[src/rtl/spike_rate_decoder.sv]
// Spike rate decoder: counts per-channel spikes over back-to-back windows and
// drains each completed window's counts one channel per handshake.
module spike_rate_decoder #(
  parameter int NCH   = 4,
  parameter int CNT_W = 8,
  parameter int WIN_W = 16,
  localparam int CH_W = (NCH > 1) ? $clog2(NCH) : 1
) (
  input  logic             clk,
  input  logic             reset,
  input  logic [NCH-1:0]   spike_in,
  input  logic             enable,
  input  logic [WIN_W-1:0] window_len,
  output logic             out_valid,
  input  logic             out_ready,
  output logic [CH_W-1:0]  out_chan,
  output logic [CNT_W-1:0] out_count,
  output logic             busy,
  output logic             overrun
);

  localparam logic [0:0] IDLE  = 1'b0;
  localparam logic [0:0] COUNT = 1'b1;

  logic [0:0]                 state_reg;
  logic [WIN_W-1:0]           win_cnt_reg;
  logic [NCH-1:0][CNT_W-1:0]  cnt_reg;
  logic [NCH-1:0][CNT_W-1:0]  cnt_inc;
  logic [NCH-1:0][CNT_W-1:0]  buf_reg;
  logic                       buf_full_reg;
  logic [CH_W-1:0]            ptr_reg;
  logic                       overrun_reg;

  logic [WIN_W-1:0] eff_len;
  logic             load;
  logic             in_count;
  logic             last_sample;
  logic             abort;
  logic             xfer;
  logic             xfer_last;
  logic             buf_free;
  logic             snap;
  logic             drop;

  // Saturating increment per channel; this is what the counters hold after a sample edge.
  generate
    for (genvar gi = 0; gi < NCH; gi++) begin : g_inc
      assign cnt_inc[gi] = (spike_in[gi] && (cnt_reg[gi] != {CNT_W{1'b1}}))
                           ? cnt_reg[gi] + CNT_W'(1) : cnt_reg[gi];
    end
  endgenerate

  assign eff_len     = (window_len == '0) ? WIN_W'(1) : window_len;
  assign load        = (state_reg == IDLE) && enable;
  assign in_count    = (state_reg == COUNT);
  assign last_sample = in_count && (win_cnt_reg == WIN_W'(1));
  // The final sample edge always completes the window; enable only decides whether another follows.
  assign abort       = in_count && !enable && !last_sample;
  assign xfer        = buf_full_reg && out_ready;
  assign xfer_last   = xfer && (ptr_reg == CH_W'(NCH - 1));
  assign buf_free    = !buf_full_reg || xfer_last;
  assign snap        = last_sample && buf_free;
  assign drop        = last_sample && !buf_free;

  always_ff @(posedge clk or posedge reset) begin
    if (reset) begin
      state_reg   <= IDLE;
      win_cnt_reg <= '0;
      cnt_reg     <= '0;
    end else begin
      if (load || abort || last_sample) begin
        cnt_reg <= '0;
      end else if (in_count) begin
        cnt_reg <= cnt_inc;
      end

      if (load || last_sample) begin
        win_cnt_reg <= eff_len;
      end else if (in_count && !abort) begin
        win_cnt_reg <= win_cnt_reg - WIN_W'(1);
      end

      case (state_reg)
        IDLE:    if (enable) state_reg <= COUNT;
        COUNT:   if (!enable) state_reg <= IDLE;
        default: state_reg <= IDLE;
      endcase
    end
  end

  // Drain path runs independently of the counting FSM.
  always_ff @(posedge clk or posedge reset) begin
    if (reset) begin
      buf_reg      <= '0;
      buf_full_reg <= 1'b0;
      ptr_reg      <= '0;
      overrun_reg  <= 1'b0;
    end else begin
      if (snap) begin
        buf_reg      <= cnt_inc;
        buf_full_reg <= 1'b1;
        ptr_reg      <= '0;
      end else if (xfer) begin
        if (xfer_last) begin
          buf_full_reg <= 1'b0;
          ptr_reg      <= '0;
        end else begin
          ptr_reg <= ptr_reg + CH_W'(1);
        end
      end

      if (drop) overrun_reg <= 1'b1;
    end
  end

  assign out_valid = buf_full_reg;
  assign out_chan  = ptr_reg;
  assign out_count = buf_reg[ptr_reg];
  assign busy      = in_count;
  assign overrun   = overrun_reg;

endmodule
[config.mk]
export PLATFORM = sky130hd
export DESIGN_NAME = spike_rate_decoder
export DESIGN_NICKNAME = d
export VERILOG_FILES = /design/src/rtl/spike_rate_decoder.sv
export SDC_FILE = /design/constraint.sdc
export NUM_CORES = 1
export LEC_CHECK = 0
export ABC_AREA = 1
export BUFFER_PORTS_ARGS = -buffer_cell sky130_fd_sc_hd__buf_2
export CAP_MARGIN = 20
export CORE_UTILIZATION = 30
export DETAILED_ROUTE_END_ITERATION = 10
export GPL_ROUTABILITY_DRIVEN = 0
export GPL_TIMING_DRIVEN = 0
export PLACE_DENSITY = 0.56
export SYNTH_ARGS = -nofsm -noshare
export SYNTH_HDL_FRONTEND = slang
export SYNTH_SLANG_ARGS = --single-unit
[constraint.sdc]
create_clock -name clk -period 4.8 [get_ports clk]
set_input_delay 0 -clock clk [delete_from_list [all_inputs] [get_ports clk]]
set_output_delay 0 -clock clk [all_outputs]
set_load 0.05 [all_outputs]
---- Yosys cells after proc, flatten, opt, wreduce, memory -nomap -nowiden ----
Cells that the tools add are included.
storage, ports and cells
  flip-flop bits (word level) ............. 85
  logic and storage cells ................. 73
  bits of input ports ..................... 24
operators by class
  reduce and logical (&&, ||, !) cells .... 28
  bitwise operators ....................... 1
  equal/unequal tests ..................... 6
  $add $sub $neg .......................... 6
  order comparisons ....................... 1
  mux-type cells .......................... 18
operators with widths
  cell                                                  count
  two-way mux 32 bit                                    2
  two-way mux 16 bit                                    3
  two-way mux 8 bit                                     5
  adder 8 x 1 -> 8 bit, second input constant           4
  != test 8 bit, second input constant                  4
  binary-select mux 8 bit (select 2 bit)                1
  equality test 16 x 1 -> 1 bit, second input constant  1
  zero test 16 bit                                      1
  subtractor 16 x 1 -> 16 bit, second input constant    1
  logical AND 1 bit                                     13
  nonzero test 2 bit                                    4
  two-way mux 2 bit                                     3
  zero test 1 bit                                       5
  logical OR 1 bit                                      4
  two-way mux 1 bit                                     4
  < comparator 2 x 3 -> 1 bit, second input constant    1
  adder 2 x 1 -> 2 bit, second input constant           1
  equality test 2 bit, second input constant            1
  AND reduction 2 bit                                   1
  NOT 1 bit                                             1

---- Depth between registers and ports, before layout ----
Gate-level depths: netlist of run 1.
  depth after elaboration ................. 8
  gate-level depth with buffers ........... 12

---- Least setup slack after synthesis of run 1 ----
No wires, ideal clock.
  path kind ............................... register to output
  from .................................... reg ptr_reg[0] (netlist: out_chan[0])
  to ...................................... out out_count[5]
  stages on the path, launching flop included .. 6
  data required time ...................... 4.800 ns
  arrival ................................. 2.084 ns
  buffers on the path ..................... 2
  path slack .............................. 2.716 ns
  cell sequence ........................... dfrtp_1 > clkbuf_1 > inv_1 > clkbuf_1 > o21ai_0 > o22ai_1
between the ends
  longest elaborated chain between the ends .. 2
RTL lines
  item                                     RTL line  source
  from (decl)                              31        logic [CH_W-1:0] ptr_reg;
  from (signal assigned)                   108       ptr_reg <= ptr_reg + CH_W'(1);
  binary-select mux 8 bit (select 2 bit)   118       assign out_count = buf_reg[ptr_reg];
  two-way mux 8 bit (implied by the code)  118
  to (decl)                                17        output logic [CNT_W-1:0] out_count,
Every way passes these cells. The select of a mux whose other input is x is not followed.

---- Worst setup path after layout of run 1 ----
  from .................................... reg ptr_reg[0] (netlist: out_chan[0])
  to ...................................... out out_count[6]
Same word-level chain as after synthesis.

==> summary.md, run 1 <==
| Metric | Value |
|---|---|
| Kind of critical path | `reg2out` |
| Die outline area | `17600 um2` |
| Setup skew after layout | `0.0100 ns` |
| Placeable Area | `16600 um2` |
| Cell area after synthesis | `5120 um2` |
| Final net count | `832` |
| Source-to-sink clock delay at the later pin of the worst-skew pair | `0.34 ns` |
| Y dimension of the die | `133 um` |
| Net count after synthesis | `768` |
| Area share of the largest cell type after synthesis | `0.415` |
| Leading cell types in the layout, fill and taps excluded | `sky130_fd_sc_hd__nand2_1 (314), sky130_fd_sc_hd__dfrtp_1 (85), sky130_fd_sc_hd__inv_1 (72), sky130_fd_sc_hd__nor2_1 (58), sky130_fd_sc_hd__o21ai_0 (51)` |
| Detailed-routing iteration count for the pre-antenna-repair pass | `4` |
| Cell-internal power | `1.34 mW` |
| Crit end category | `output pin` |
| Total non-filler cell area in the finished layout | `6060 um2` |
| Placed cell count | `994` |
| Crit path time final | `2.29 ns` |
| Warning count from the yosys run | `0` |
| Least-Margin Pin Slew | `0.716 ns` |
| Element type at the critical path start | `flip-flop` |
| Core Util, Final | `0.364` |
| Result of the run | `finished, final reports clean` |
| Leakage power summed over all cells | `3.04 nW` |
| CTS Hold Bufs | `16` |
| Top post-synthesis cells by area | `sky130_fd_sc_hd__dfrtp_1 (42%), sky130_fd_sc_hd__nand2_1 (23%), sky130_fd_sc_hd__inv_1 (5.3%), sky130_fd_sc_hd__o21ai_0 (5.0%), sky130_fd_sc_hd__nand3_1 (4.6%)` |
| Rel. slew slack | `0.518` |
| Sequential share of power | `0.365` |
| DR WL/cell | `13.0 um` |
| Initial Utilization | `0.308` |
| Fin. Hold Viols | `0` |
| Async S/R FF share, synth | `1.00` |
| Total negative slack for setup checks | `0 ns` |
| Worst IR drop on VDD | `0.334 mV` |
| Sw Share | `0.400` |
| Clock slew seen by the registers of the worst setup and hold paths | `0.06 ns` |
| Max Transition Viols Final | `0` |
| Portion of total power attributed to the clock network | `0.303` |
| Mean post-synth cell area | `6.95 um2` |
| Post-synth top area cell | `sky130_fd_sc_hd__dfrtp_1` |
| Synthesis-stage register bit count | `85` |
| Maximum clock path buffer count | `2` |
| Number of endpoints failing setup at the final stage | `0` |
| Number of global-route vias before repair | `4591` |
| Via-per-instance ratio | `4.58` |
| TritonCTS clock tree | `yes` |
| Area used by sequential logic in the layout | `2130 um2` |
| TritonCTS buffer count | `9` |
| Count of flip-flops with a built-in enable after synthesis | `0` |
| Buffer type at the clock tree root | `sky130_fd_sc_hd__clkbuf_16` |
| WP data required | `4.80 ns` |
| Number of antenna-violating nets in the routed design | `0` |
| Total power density per cell area | `370 nW/um2` |
| Remaining global-route overflow | `0` |
| Setup repair after global routing missed its margin | `no` |
| Top-Level Pins | `37` |
| Number of clock sinks | `85` |
| Port Buffers | `36` |
| Postcts setup bufs | `0` |
| First-pass GRT wire length | `22.7 mm` |
| Filler instances | `1789` |
| Finished Layout Cells | `1026` |
| GRT Util Overall | `0.163` |
| Setup slack after layout | `2.51 ns` |
| Top fanout value on the critical path | `10` |
| DRT iter0 DRCs | `225` |
| Cell count after synthesis | `737` |
| Max-cap violations | `0` |
| Detailed-placement wirelength estimate | `9.73 mm` |
| Combined area of the multi-input logic cells | `2570 um2` |
| Final wirelength | `13.3 mm` |
| Depth of the CTS H-tree | `3` |
| Area delta synth->final | `18.2%` |
| Arrival time of the worst setup path | `2.29 ns` |
| Floorplan row count | `47` |
| Maximum clock frequency | `437 MHz` |
| Most frequent standard cell in the layout excluding fill and tap cells | `sky130_fd_sc_hd__nand2_1` |
| Number of distinct standard cells referenced by the synthesized netlist | `33` |
| Number of antenna violations at the first check in global routing | `0` |
| Number of DRC violations after detailed routing | `0` |
| Proportion of synthesized chip area in sequential cells | `0.415` |
| Die X | `133 um` |
| Total of cells resized after clock tree synthesis | `0` |
| Period utilisation layout | `0.477` |
| Net Switching | `0.896 mW` |
| Proportion of layout cells with a drive suffix above 1 | `0.107` |
| Number of antenna diodes | `0` |
| Worst slack at placement | `2.77 ns` |
| DR vias | `4700` |
| Combinational cell fraction of total power | `0.331` |
| Largest net degree at the start of global routing | `58` |
| Placed Instance Area | `5610 um2` |
| Dominant register cell in the synthesized netlist | `sky130_fd_sc_hd__dfrtp_1` |
| Worst min path class | `in2reg` |
[routing by layer]
metal	up-vias	wire length, um	global-route usage
met5	-	0	0
met4	0	182	0.0479
met3	13	411	0.0322
li1	2424	-	-
met1	2187	6510	0.218
met2	76	6240	0.266
[synthesized netlist by cell type, types with 4 or more instances]
library cell	count
sky130_fd_sc_hd__buf_6	6
sky130_fd_sc_hd__clkbuf_1	8
sky130_fd_sc_hd__dfrtp_1	85
sky130_fd_sc_hd__ha_1	7
sky130_fd_sc_hd__inv_1	73
sky130_fd_sc_hd__nand2_1	314
sky130_fd_sc_hd__nand2_2	4
sky130_fd_sc_hd__nand3_1	47
sky130_fd_sc_hd__nand4_1	7
sky130_fd_sc_hd__nor2_1	58
sky130_fd_sc_hd__nor2_4	4
sky130_fd_sc_hd__o21ai_0	51
sky130_fd_sc_hd__o21ai_1	12
sky130_fd_sc_hd__o22ai_1	8
sky130_fd_sc_hd__xnor2_1	6
sky130_fd_sc_hd__xor2_1	18
[critical path: stages (launching register included)]
cell and delay [ns]:
sky130_fd_sc_hd__dfrtp_1 0.42, sky130_fd_sc_hd__clkbuf_1 0.22, sky130_fd_sc_hd__inv_1 0.25, sky130_fd_sc_hd__clkbuf_1 0.39, sky130_fd_sc_hd__o21ai_0 0.15, sky130_fd_sc_hd__o22ai_1 0.20
sky130_fd_sc_hd__buf_2 0.31
[metrics by stage]
| step | power (mW) | hold WS [ns] |
|---|---|---|
| 3_5_place_dp | 1.56 | 0.0400 |
| 4_1_cts | 2.26 | 0.00177 |
| 2_1_floorplan | 1.36 | 0.0314 |
| 3_3_place_gp | 1.56 | 0.210 |
| 5_1_grt | 2.36 | 0.0378 |
| 6_report | 2.24 | 0.0196 |
[power groups by stage]
stage          Clock [mW]  Sequential (mW)  Combinational (mW)
2_1_floorplan           0            0.858               0.507
3_3_place_gp            0            0.832               0.726
3_5_place_dp            0            0.831               0.731
4_1_cts             0.699            0.818               0.744
5_1_grt             0.720            0.823               0.816
6_report            0.679            0.818               0.742
[cells by family (layout without fill, tap and decap cells)]
group	count (synthesis)	in the layout	share of synthesized area
and+or+nand+nor	446	446	0.363
buffers and inverters	97	166	0.0830
DFF	85	85	0.415
AOI/OAI and AO/OA	77	77	0.0791
xor gates and xnor gates	24	24	0.0410
adders and majority gates	7	7	0.0171
muxes	1	1	0.00220
[layout make-up]
| type | count | area share |
|---|---|---|
| clock buffers | 11 | 0.0417 |
| clock inverters | 5 | 0.00578 |
| repair buffers | 53 | 0.0607 |
| flip-flops and latches | 85 | 0.351 |
| plain buffers | 20 | 0.0221 |
| inverters | 77 | 0.0485 |
| well taps | 220 | 0.0454 |
| multi-input cells | 555 | 0.425 |
[final timing paths]
| path | startpoint | endpoint | slack (ns) | cells past startpoint |
|---|---|---|---|---|
| min in group asynchronous | reset | win_cnt_reg[7] | 0.21 | 3 |
| max reg2reg | busy | cnt_reg[21] | 2.79 | 5 |
| max in group asynchronous | reset | buf_reg[26] | 3.97 | 4 |
| min | window_len[10] | win_cnt_reg[10] | 0.02 | 5 |
| max | out_chan[0] | out_count[6] | 2.51 | 6 |
| min reg2reg | buf_reg[11] | buf_reg[11] | 0.48 | 2 |
(Power assumes the default switching activity.)
==> inputs of run 2 (changes only) <==
--- a/config.mk
+++ b/config.mk
@@ -12,7 +12,7 @@
 export DETAILED_ROUTE_END_ITERATION = 10
 export GPL_ROUTABILITY_DRIVEN = 0
 export GPL_TIMING_DRIVEN = 0
-export PLACE_DENSITY = 0.56
+export PLACE_DENSITY = 0.58
 export SYNTH_ARGS = -nofsm -noshare
 export SYNTH_HDL_FRONTEND = slang
 export SYNTH_SLANG_ARGS = --single-unit
==> constraint.sdc (replaced) <==
create_clock -name clk -period 2 [get_ports clk]
set_input_delay 0 -clock clk [delete_from_list [all_inputs] [get_ports clk]]
set_output_delay 0 -clock clk [all_outputs]
set_load 0.05 [all_outputs]
==> run 2 against run 1 <==
Against the previous run:
- sequential power increased by 140%
- count of clock-buffer cells in the layout decreased by 1
- routed wire length decreased by 1.4%
- register-to-register slack got worse by 2.6 ns
- final area increased by 2.0%
- power increased by 140%
- via count about the same
- utilization increased by 0.74 points
- global-route usage decreased by 0.46 points
- sequential cell count unchanged
- clock skew increased by 0.00063 ns
- non-clock buffer count increased by 4
- highest routed layer unchanged
==> summary.md, run 2 (synthesis results as in run 1) <==
| Metric | Value |
|---|---|
| Via-per-instance ratio | `4.56 (was 4.58)` |
| Worst slack at placement | `0.0620 ns (was 2.77 ns)` |
| TritonCTS buffer count | `9 (unchanged)` |
| Number of DRC violations after detailed routing | `0 (unchanged)` |
| Port Buffers | `36 (unchanged)` |
| Proportion of layout cells with a drive suffix above 1 | `0.132 (was 0.107)` |
| Crit path time final | `1.85 ns` |
| DR vias | `4699 (was 4700)` |
| Number of antenna diodes | `0 (unchanged)` |
| Largest net degree at the start of global routing | `35 (was 58)` |
| Y dimension of the die | `133 um (unchanged)` |
| Die outline area | `17600 um2 (unchanged)` |
| Top-Level Pins | `37 (unchanged)` |
| Max Transition Viols Final | `0 (unchanged)` |
| Leakage power summed over all cells | `3.09 nW (was 3.04 nW)` |
| Max-cap violations | `0 (unchanged)` |
| Most crowded layer after global routing | `met2 (unchanged)` |
| Total power density per cell area | `886 nW/um2 (was 370 nW/um2)` |
| Total non-filler cell area in the finished layout | `6180 um2 (was 6060 um2)` |
| Placeable Area | `16600 um2 (unchanged)` |
| Die X | `133 um (unchanged)` |
| Setup repair after global routing missed its margin | `no (unchanged)` |
| DR WL/cell | `12.8 um (was 13.0 um)` |
| WP data required | `2.00 ns (was 4.80 ns)` |
| Filler instances | `1757 (was 1789)` |
| Result of the run | `finished, final reports clean (unchanged)` |
| Number of antenna violations at the first check in global routing | `0 (unchanged)` |
| Floorplan row count | `47 (unchanged)` |
| First-pass GRT wire length | `21.8 mm (was 22.7 mm)` |
| Total negative slack for setup checks | `0 ns (unchanged)` |
| Most frequent standard cell in the layout excluding fill and tap cells | `sky130_fd_sc_hd__nand2_1 (unchanged)` |
| Buffer type at the clock tree root | `sky130_fd_sc_hd__clkbuf_16 (unchanged)` |
| Worst IR drop on VDD | `0.737 mV (was 0.334 mV)` |
| DRT iter0 DRCs | `222 (was 225)` |
| Core Util, Final | `0.371 (was 0.364)` |
| Arrival time of the worst setup path | `1.85 ns (was 2.29 ns)` |
| Leading cell types in the layout, fill and taps excluded | `sky130_fd_sc_hd__nand2_1 (314), sky130_fd_sc_hd__dfrtp_1 (85), sky130_fd_sc_hd__inv_1 (71), sky130_fd_sc_hd__nor2_1 (54), sky130_fd_sc_hd__o21ai_0 (51) (was sky130_fd_sc_hd__nand2_1 (314), sky130_fd_sc_hd__dfrtp_1 (85), sky130_fd_sc_hd__inv_1 (72), sky130_fd_sc_hd__nor2_1 (58), sky130_fd_sc_hd__o21ai_0 (51))` |
| Element type at the critical path start | `flip-flop (unchanged)` |
| Placed Instance Area | `5670 um2 (was 5610 um2)` |
| Setup slack after layout | `0.152 ns (was 2.51 ns)` |
| Depth of the CTS H-tree | `3 (unchanged)` |
| Global routing usage on met1 | `0.208 (was 0.218)` |
| Detailed-placement wirelength estimate | `9.69 mm (was 9.73 mm)` |
| Maximum clock frequency | `541 MHz` |
| Detailed-routing iteration count for the pre-antenna-repair pass | `5 (was 4)` |
| Least-Margin Pin Slew | `0.633 ns (was 0.716 ns)` |
| Worst min path class | `in2reg (unchanged)` |
| Remaining global-route overflow | `0 (unchanged)` |
| Rel. slew slack | `0.578 (was 0.518)` |
| Number of global-route vias before repair | `4453 (was 4591)` |
| Final wirelength | `13.1 mm (was 13.3 mm)` |
| Number of antenna-violating nets in the routed design | `0 (unchanged)` |
| Top fanout value on the critical path | `10 (unchanged)` |
| Final Total Pwr | `5.48 mW (was 2.24 mW)` |
| Kind of critical path | `reg2out (unchanged)` |
| Setup skew after layout | `0.0107 ns (was 0.0100 ns)` |
| Number of clock sinks | `85 (unchanged)` |
| Period utilisation layout | `0.924` |
| Clock slew seen by the registers of the worst setup and hold paths | `0.06 ns (about the same)` |
| Crit end category | `output pin (unchanged)` |
| Source-to-sink clock delay at the later pin of the worst-skew pair | `0.35 ns (was 0.34 ns)` |
| Area delta synth->final | `20.6% (was 18.2%)` |
| Met2 demand-to-capacity share in global routing | `0.261 (was 0.266)` |
| Fin. Hold Viols | `0 (unchanged)` |
| Initial Utilization | `0.308 (unchanged)` |
| Final net count | `836 (was 832)` |
| TritonCTS clock tree | `yes (unchanged)` |
| Maximum clock path buffer count | `2 (unchanged)` |
| Met3 track demand over resource in global routing | `0.0379 (was 0.0322)` |
| Number of endpoints failing setup at the final stage | `0 (unchanged)` |
| GRT Util Overall | `0.159 (was 0.163)` |
==> run 2: cell count changes in the layout (fill, tap and decap cells not counted), moves of 4 or more <==
cell | before | now
sky130_fd_sc_hd__buf_2 | 38 | 33
sky130_fd_sc_hd__buf_4 | 3 | 9
sky130_fd_sc_hd__clkbuf_1 | 8 | 4
sky130_fd_sc_hd__clkbuf_2 | 0 | 4
sky130_fd_sc_hd__nor2_1 | 58 | 54
sky130_fd_sc_hd__nor2_2 | 3 | 7
sky130_fd_sc_hd__o22ai_1 | 8 | 0
sky130_fd_sc_hd__o22ai_2 | 0 | 8
==> run 2: report_power, final <==
part	switching (mW)	total, mW	leakage (nW)	internal (mW)
logic	1.33	1.92	1.83	0.587
clock network	0.737	1.59	0.129	0.851
registers	0.140	1.97	1.13	1.83
total	2.21	5.48	3.09	3.27
==> run 2: path summary, 6_finish.rpt <==
path | start | endpoint | slack, ns | depth (start not counted)
max | out_chan[0] | out_count[7] | 0.15 | 6
min | window_len[7] | win_cnt_reg[7] | 0.01 | 5
max reg2reg | win_cnt_reg[1] | win_cnt_reg[9] | 0.19 | 11
min reg2reg | buf_reg[20] | buf_reg[20] | 0.48 | 2
max in group asynchronous | reset | buf_reg[16] | 0.99 | 5
min in group asynchronous | reset | cnt_reg[21] | 0.24 | 3
==> run 2: routing by layer <==
metal,routed length (um),up-vias
li1,-,2435
met1,6270,2177
met2,6240,76
met3,478,11
met4,151,0
met5,0,-
==> run 2: area by class of cell <==
type / instances / area, um2 / area share
buffer: 20 / 143 / 0.0231
clock buffer: 10 / 229 / 0.0370
clock inverter: 6 / 46.3 / 0.00749
inverter: 77 / 295 / 0.0478
multi-input combinational: 555 / 2640 / 0.426
sequential: 85 / 2130 / 0.344
tap: 220 / 275 / 0.0445
timing repair buffer: 57 / 430 / 0.0696
==> run 2: repair_timing <==
action | 4_1_cts | 5_1_grt
endpoints found under the hold margin | 36 | 0
setup buffers | 0 | 2
pin swaps | 0 | 2
resized for setup | 8 | 15
hold buffers | 17 | 0
endpoints found under the setup margin | 8 | 55
==> run 2: worst max-delay path, stage by stage, from the launching register on <==
cell and delay, ns:
sky130_fd_sc_hd__dfrtp_1 0.42, sky130_fd_sc_hd__clkbuf_2 0.19, sky130_fd_sc_hd__inv_2 0.15, sky130_fd_sc_hd__clkbuf_4 0.22, sky130_fd_sc_hd__nor2_1 0.07, sky130_fd_sc_hd__o22ai_2 0.21
sky130_fd_sc_hd__buf_4 0.23
==> run 2: metrics by stage <==
step,cells,hold slack (ns)
final,1030,0.0146
after global routing,1030,0.0610
after CTS,1028,0.0192
after detailed placement,995,0.0741
after floorplan,737,0.0314
after global placement,993,0.209
